<file path="src/rtl/i2c_bus_cond_detector_pkg.sv">
// rtl/i2c_bus_cond_detector_pkg.sv - shared constants, types and width helper for the I2C condition detector
package i2c_bus_cond_detector_pkg;

    localparam logic IDLE_LEVEL = 1'b1;

    typedef enum logic [1:0] {
        COND_NONE   = 2'd0,
        COND_START  = 2'd1,
        COND_RSTART = 2'd2,
        COND_STOP   = 2'd3
    } bus_cond_e;

    function automatic int clog2(input int value);
        int result;
        int rem;
        result = 0;
        rem    = value - 1;
        while (rem > 0) begin
            result = result + 1;
            rem    = rem >> 1;
        end
        return result;
    endfunction

endpackage

</file>
<file path="src/rtl/i2c_line_filter.sv">
// rtl/i2c_line_filter.sv - synchroniser plus stable-count glitch filter for one I2C line
module i2c_line_filter
    import i2c_bus_cond_detector_pkg::*;
#(
    parameter int SYNC_STAGES = 2,
    parameter int FILT_LEN    = 3
) (
    input  logic clk,
    input  logic reset,
    input  logic line_in,
    output logic line_filt
);

    localparam int                FCNT_W   = clog2(FILT_LEN) + 1;
    localparam logic [FCNT_W-1:0] CNT_LAST = FCNT_W'(FILT_LEN - 1);

    logic [SYNC_STAGES-1:0] sync_q;
    logic                   line_s;
    logic [FCNT_W-1:0]      cnt;

    assign line_s = sync_q[SYNC_STAGES-1];

    always_ff @(posedge clk or posedge reset) begin
        if (reset) begin
            sync_q <= {SYNC_STAGES{IDLE_LEVEL}};
        end else begin
            sync_q <= {sync_q[SYNC_STAGES-2:0], line_in};
        end
    end

    // The filtered line only moves after FILT_LEN consecutive differing samples.
    always_ff @(posedge clk or posedge reset) begin
        if (reset) begin
            line_filt <= IDLE_LEVEL;
            cnt       <= '0;
        end else if (line_s == line_filt) begin
            cnt <= '0;
        end else if (cnt == CNT_LAST) begin
            line_filt <= line_s;
            cnt       <= '0;
        end else begin
            cnt <= cnt + 1'b1;
        end
    end

endmodule

</file>
<file path="src/rtl/i2c_bus_cond_detector.sv">
// rtl/i2c_bus_cond_detector.sv - synchronous I2C START / repeated START / STOP detector with busy and bus-free tracking
module i2c_bus_cond_detector
    import i2c_bus_cond_detector_pkg::*;
#(
    parameter int SYNC_STAGES     = 2,
    parameter int FILT_LEN        = 3,
    parameter int BUS_FREE_CYCLES = 64
) (
    input  logic clk,
    input  logic reset,
    input  logic enable,
    input  logic scl_in,
    input  logic sda_in,
    output logic scl_filt,
    output logic sda_filt,
    output logic scl_rise,
    output logic scl_fall,
    output logic start_pulse,
    output logic rstart_pulse,
    output logic stop_pulse,
    output logic bus_busy,
    output logic bus_free
);

    localparam int                BCNT_W    = clog2(BUS_FREE_CYCLES) + 1;
    localparam logic [BCNT_W-1:0] FREE_LAST = BCNT_W'(BUS_FREE_CYCLES - 1);
    localparam logic [BCNT_W-1:0] FREE_SAT  = BCNT_W'(BUS_FREE_CYCLES);

    logic              scl_p;
    logic              sda_p;
    logic              start_cond;
    logic              stop_cond;
    bus_cond_e         cond;
    logic [BCNT_W-1:0] free_cnt;

    i2c_line_filter #(
        .SYNC_STAGES(SYNC_STAGES),
        .FILT_LEN   (FILT_LEN)
    ) u_scl_filter (
        .clk      (clk),
        .reset    (reset),
        .line_in  (scl_in),
        .line_filt(scl_filt)
    );

    i2c_line_filter #(
        .SYNC_STAGES(SYNC_STAGES),
        .FILT_LEN   (FILT_LEN)
    ) u_sda_filter (
        .clk      (clk),
        .reset    (reset),
        .line_in  (sda_in),
        .line_filt(sda_filt)
    );

    // SCL must be high both before and after the SDA edge, so a joint SCL/SDA change is never a condition.
    assign start_cond = enable && sda_p && !sda_filt && scl_p && scl_filt;
    assign stop_cond  = enable && !sda_p && sda_filt && scl_p && scl_filt;

    always_comb begin
        cond = COND_NONE;
        if (start_cond) begin
            cond = bus_busy ? COND_RSTART : COND_START;
        end else if (stop_cond) begin
            cond = COND_STOP;
        end
    end

    always_ff @(posedge clk or posedge reset) begin
        if (reset) begin
            scl_p        <= IDLE_LEVEL;
            sda_p        <= IDLE_LEVEL;
            scl_rise     <= 1'b0;
            scl_fall     <= 1'b0;
            start_pulse  <= 1'b0;
            rstart_pulse <= 1'b0;
            stop_pulse   <= 1'b0;
            bus_busy     <= 1'b0;
        end else begin
            scl_p        <= scl_filt;
            sda_p        <= sda_filt;
            scl_rise     <= enable && !scl_p && scl_filt;
            scl_fall     <= enable && scl_p && !scl_filt;
            start_pulse  <= (cond == COND_START);
            rstart_pulse <= (cond == COND_RSTART);
            stop_pulse   <= (cond == COND_STOP);
            if (!enable || cond == COND_STOP) begin
                bus_busy <= 1'b0;
            end else if (cond == COND_START) begin
                bus_busy <= 1'b1;
            end
        end
    end

    // Bus-free timer restarts on any condition, a low line, or while disabled.
    always_ff @(posedge clk or posedge reset) begin
        if (reset) begin
            free_cnt <= '0;
            bus_free <= 1'b0;
        end else if (!enable || !scl_filt || !sda_filt || cond != COND_NONE) begin
            free_cnt <= '0;
            bus_free <= 1'b0;
        end else if (!bus_busy && !bus_free) begin
            if (free_cnt == FREE_LAST) begin
                free_cnt <= FREE_SAT;
                bus_free <= 1'b1;
            end else begin
                free_cnt <= free_cnt + 1'b1;
            end
        end
    end

endmodule

</file>
<file path="config.mk">
export PLATFORM = sky130hd
export DESIGN_NAME = i2c_bus_cond_detector
export DESIGN_NICKNAME = d
export VERILOG_FILES = /design/src/rtl/i2c_bus_cond_detector_pkg.sv /design/src/rtl/i2c_line_filter.sv /design/src/rtl/i2c_bus_cond_detector.sv
export SDC_FILE = /design/constraint.sdc
export NUM_CORES = 1
export LEC_CHECK = 0
export ABC_AREA = 1
export CAP_MARGIN = 20
export CELL_PAD_IN_SITES_DETAIL_PLACEMENT = 0
export CELL_PAD_IN_SITES_GLOBAL_PLACEMENT = 1
export CORE_ASPECT_RATIO = 0.6
export CORE_MARGIN = 4
export CORE_UTILIZATION = 41
export CTS_CLUSTER_SIZE = 14
export DETAILED_ROUTE_END_ITERATION = 16
export GPL_TIMING_DRIVEN = 0
export PLACE_DENSITY_LB_ADDON = 0.08
export SLEW_MARGIN = 20
export SYNTH_ARGS = -nofsm -noshare
export SYNTH_HDL_FRONTEND = slang
export SYNTH_HIERARCHICAL = 1
export SYNTH_SLANG_ARGS = --single-unit
</file>
<file path="constraint.sdc">
create_clock -name clk -period 1.65 [get_ports clk]
set_input_delay 0.2475 -clock clk [delete_from_list [all_inputs] [get_ports clk]]
set_output_delay 0.2475 -clock clk [all_outputs]
set_load 0.005 [all_outputs]
</file>
==> flow_summary.json <==
{
  "rows": 15,
  "rsz0062_at_grt": "no",
  "leakage_uw": 0.000736,
  "drtAntennaViolNets": 0,
  "dp_hpwl_um": 1740,
  "drt-total-wl_um": 2300,
  "required_ns": 1.40,
  "power_per_cell_area_mw_per_mm2": 1360,
  "post_dp_cell_area_mm2": 0.00145,
  "first_iter_violations": 43,
  "wire_per_inst_um": 11.3,
  "synthesis.instances": 143,
  "status": "completed",
  "synth_nets": 149,
  "fin_crit_sh": 0.955,
  "grt_pass1_wl_um": 4020,
  "cts_resized": 0,
  "hold_viol_final": 0,
  "coreArea_mm2": 0.00291,
  "crit_chain": "clkdlybuf4s50_1",
  "setup_viol": 0,
  "cp.arrival_ns": 1.33,
  "die_width_um": 79.7,
  "clock_skew_ns": 0.00529,
  "ys_seq_area_frac": 0.561,
  "hold_path.class": "in -> async",
  "track_usage": 0.130,
  "cp_top_family": "flip-flops",
  "grt_max_degree": 17,
  "cts_tree": "built",
  "numPortBuffers": 13,
  "worst-path-buf-inv": 1,
  "syn_area_mm2": 0.00127,
  "grt_pass1_vias": 874,
  "setup.worst_path.end_class": "primary output",
  "reg2reg_to": "free_cnt[5]",
  "reg2reg_from": "u_scl_filter/line_filt",
  "cts_root_buffer": "clkbuf_8",
  "insertion_delay_ns": 0.27,
  "firstDrtPassIters": 4,
  "start_util": 0.435,
  "cap_violations": 0,
  "htreeDepth": 1,
  "cts_sinks": 28,
  "crit_type": "reg -> out",
  "nNetsFinal": 169,
  "gp_congestion": 0.786,
  "tightestPinTransition_ns": 0.642,
  "critPathSlowestCell": "dfstp_2",
  "overflow": 0,
  "cts_setup_buffers": 2,
  "die-height_um": 51.0,
  "period_minus_slack_ns": 1.58,
  "die-area_mm2": 0.00407,
  "clk_path_buf_depth": 2,
  "irDropWorstVdd_uv": 755,
  "max_freq_mhz": 635,
  "viasPerCell": 4.64,
  "cts_hold_buf": 0,
  "grt_antenna_before_repair": 0,
  "syn_avg_cell_area_um2": 8.85,
  "yosys_warnings": 6,
  "reg2reg_depth": 7,
  "antenna_cells": 0,
  "syn2layout_area_growth_pct": 21.2,
  "fin_tns_setup_ns": 0,
  "worst-path-max-fanout": 2,
  "numCtsBuffers": 3,
  "drc": 0,
  "drive_gt1_frac": 0.167,
  "synth_cell_type_count": 21,
  "final_cell_area_mm2": 0.00154,
  "critPathLaunchType": "flip-flop",
  "slew_violations": 0,
  "path_clk_slew_ns": 0.09,
  "io_pins": 14,
  "maxSlewHeadroom": 0.571,
  "p_total_uw": 2080,
  "vias": 947,
  "rrSetupSlack_ns": 0.22,
  "ys_ff_latch": 28,
  "slowest_delay_ns": 0.56
}
how the worst max path moves through the flow:
stage / from / slack [ns] / end / depth (start not counted)
5_1_grt: u_scl_filter/line_filt / 0.04 / scl_filt / 1
2_1_floorplan: u_sda_filter/line_filt / 0.44 / free_cnt[3] / 7
4_1_cts: u_scl_filter/line_filt / 0.07 / scl_filt / 1
3_3_place_gp: enable / 0.09 / free_cnt[3] / 7
3_5_place_dp: enable / 0.10 / free_cnt[5] / 7
6_report: u_scl_filter/line_filt / 0.07 / scl_filt / 1
report_power, final:
group	internal (uW)	leakage [uW]	switching, uW	total, uW
logic	251	0.000343	302	553
clock network	325	0.0000357	210	534
registers	861	0.000358	136	997
total	1440	0.000736	648	2080
worst register-to-register path: cells and delay by family (launching register included):
family        cells  cell delay, ns
simple gates      5            0.60
flops             1            0.56
buf+inv           2            0.23
layer usage:
layer | track usage | part of all wire | up-vias
li1 | - | - | 485
met1 | 0.187 | 0.52 | 439
met2 | 0.194 | 0.41 | 21
met3 | 0.0370 | 0.062 | 2
met4 | 0.0337 | 0.0061 | 0
met5 | 0 | 0 | -
sequential cells by signal, indices dropped and copies added, names as in the netlist, 2 cells and up:
| register | count |
|---|---|
| free_cnt | 7 |
| u_scl_filter/cnt | 3 |
| u_sda_filter/cnt | 3 |
| u_scl_filter/sync_q | 2 |
| u_sda_filter/sync_q | 2 |
logic make-up (layout without fill, tap and decap cells):
| family | after synthesis | in the layout | share of synthesized area |
|---|---|---|---|
| AND/OR/NAND/NOR | 80 | 80 | 0.302 |
| flip-flops | 28 | 28 | 0.561 |
| buffers and inverters | 23 | 42 | 0.0682 |
| AO/OA/AOI/OAI | 8 | 8 | 0.0375 |
| XOR/XNOR | 3 | 3 | 0.0208 |
| adder cells (fa/ha/maj) | 1 | 1 | 0.00988 |
cells in the final DEF (no fill, tap or decap), drive strengths merged:
| cell | synthesis | layout |
|---|---|---|
| a21oi | 4 | 4 |
| buf | 0 | 2 |
| bufinv | 0 | 1 |
| clkbuf | 0 | 3 |
| clkdlybuf4s50 | 0 | 13 |
| dfrtp | 20 | 20 |
| dfstp | 8 | 8 |
| ha | 1 | 1 |
| inv | 23 | 23 |
| nand2 | 38 | 38 |
| nand3 | 16 | 16 |
| nand4 | 3 | 3 |
| nor2 | 19 | 19 |
| nor3 | 3 | 3 |
| nor3b | 1 | 1 |
| o21a | 2 | 2 |
| o21ai | 1 | 1 |
| o21bai | 1 | 1 |
| xnor2 | 2 | 2 |
| xor2 | 1 | 1 |
cells in the mapped netlist:
| master | count | area [um^2] |
|---|---|---|
| o21a_1 | 2 | 15.0 |
| nor3b_2 | 1 | 12.5 |
| o21ai_1 | 1 | 5.00 |
| nand3_2 | 1 | 10.0 |
| nand4_1 | 3 | 18.8 |
| xnor2_1 | 2 | 17.5 |
| nor2_4 | 3 | 33.8 |
| o21bai_1 | 1 | 7.51 |
| dfrtp_1 | 20 | 500 |
| nor3_1 | 3 | 15.0 |
| dfstp_2 | 8 | 210 |
| nand3_1 | 15 | 75.1 |
| inv_1 | 19 | 71.3 |
| nand2_4 | 1 | 11.3 |
| xor2_1 | 1 | 8.76 |
| nor2_2 | 3 | 18.8 |
| nor2_1 | 13 | 48.8 |
| ha_1 | 1 | 12.5 |
| nand2_1 | 37 | 139 |
| a21oi_1 | 4 | 20.0 |
| inv_2 | 4 | 15.0 |
per-stage QoR:
step           utilization  hold slack, ns  setup WS, ns  cells
2_1_floorplan            -          0.0363         0.445    143
3_3_place_gp         0.498           0.347        0.0881    198
3_5_place_dp         0.498           0.349         0.102    198
4_1_cts              0.528           0.236        0.0684    204
5_1_grt              0.528           0.254        0.0412    204
6_report             0.528           0.228        0.0744    204
layout make-up:
type	count	area, um^2
clock buffers	3	41.3
clock inverters	1	30.0
fillers	275	1370
inverters	23	86.3
multi-input cells	92	469
flip-flops and latches	28	711
well taps	42	52.6
repair buffers	15	145
(Power assumes the default switching activity.)
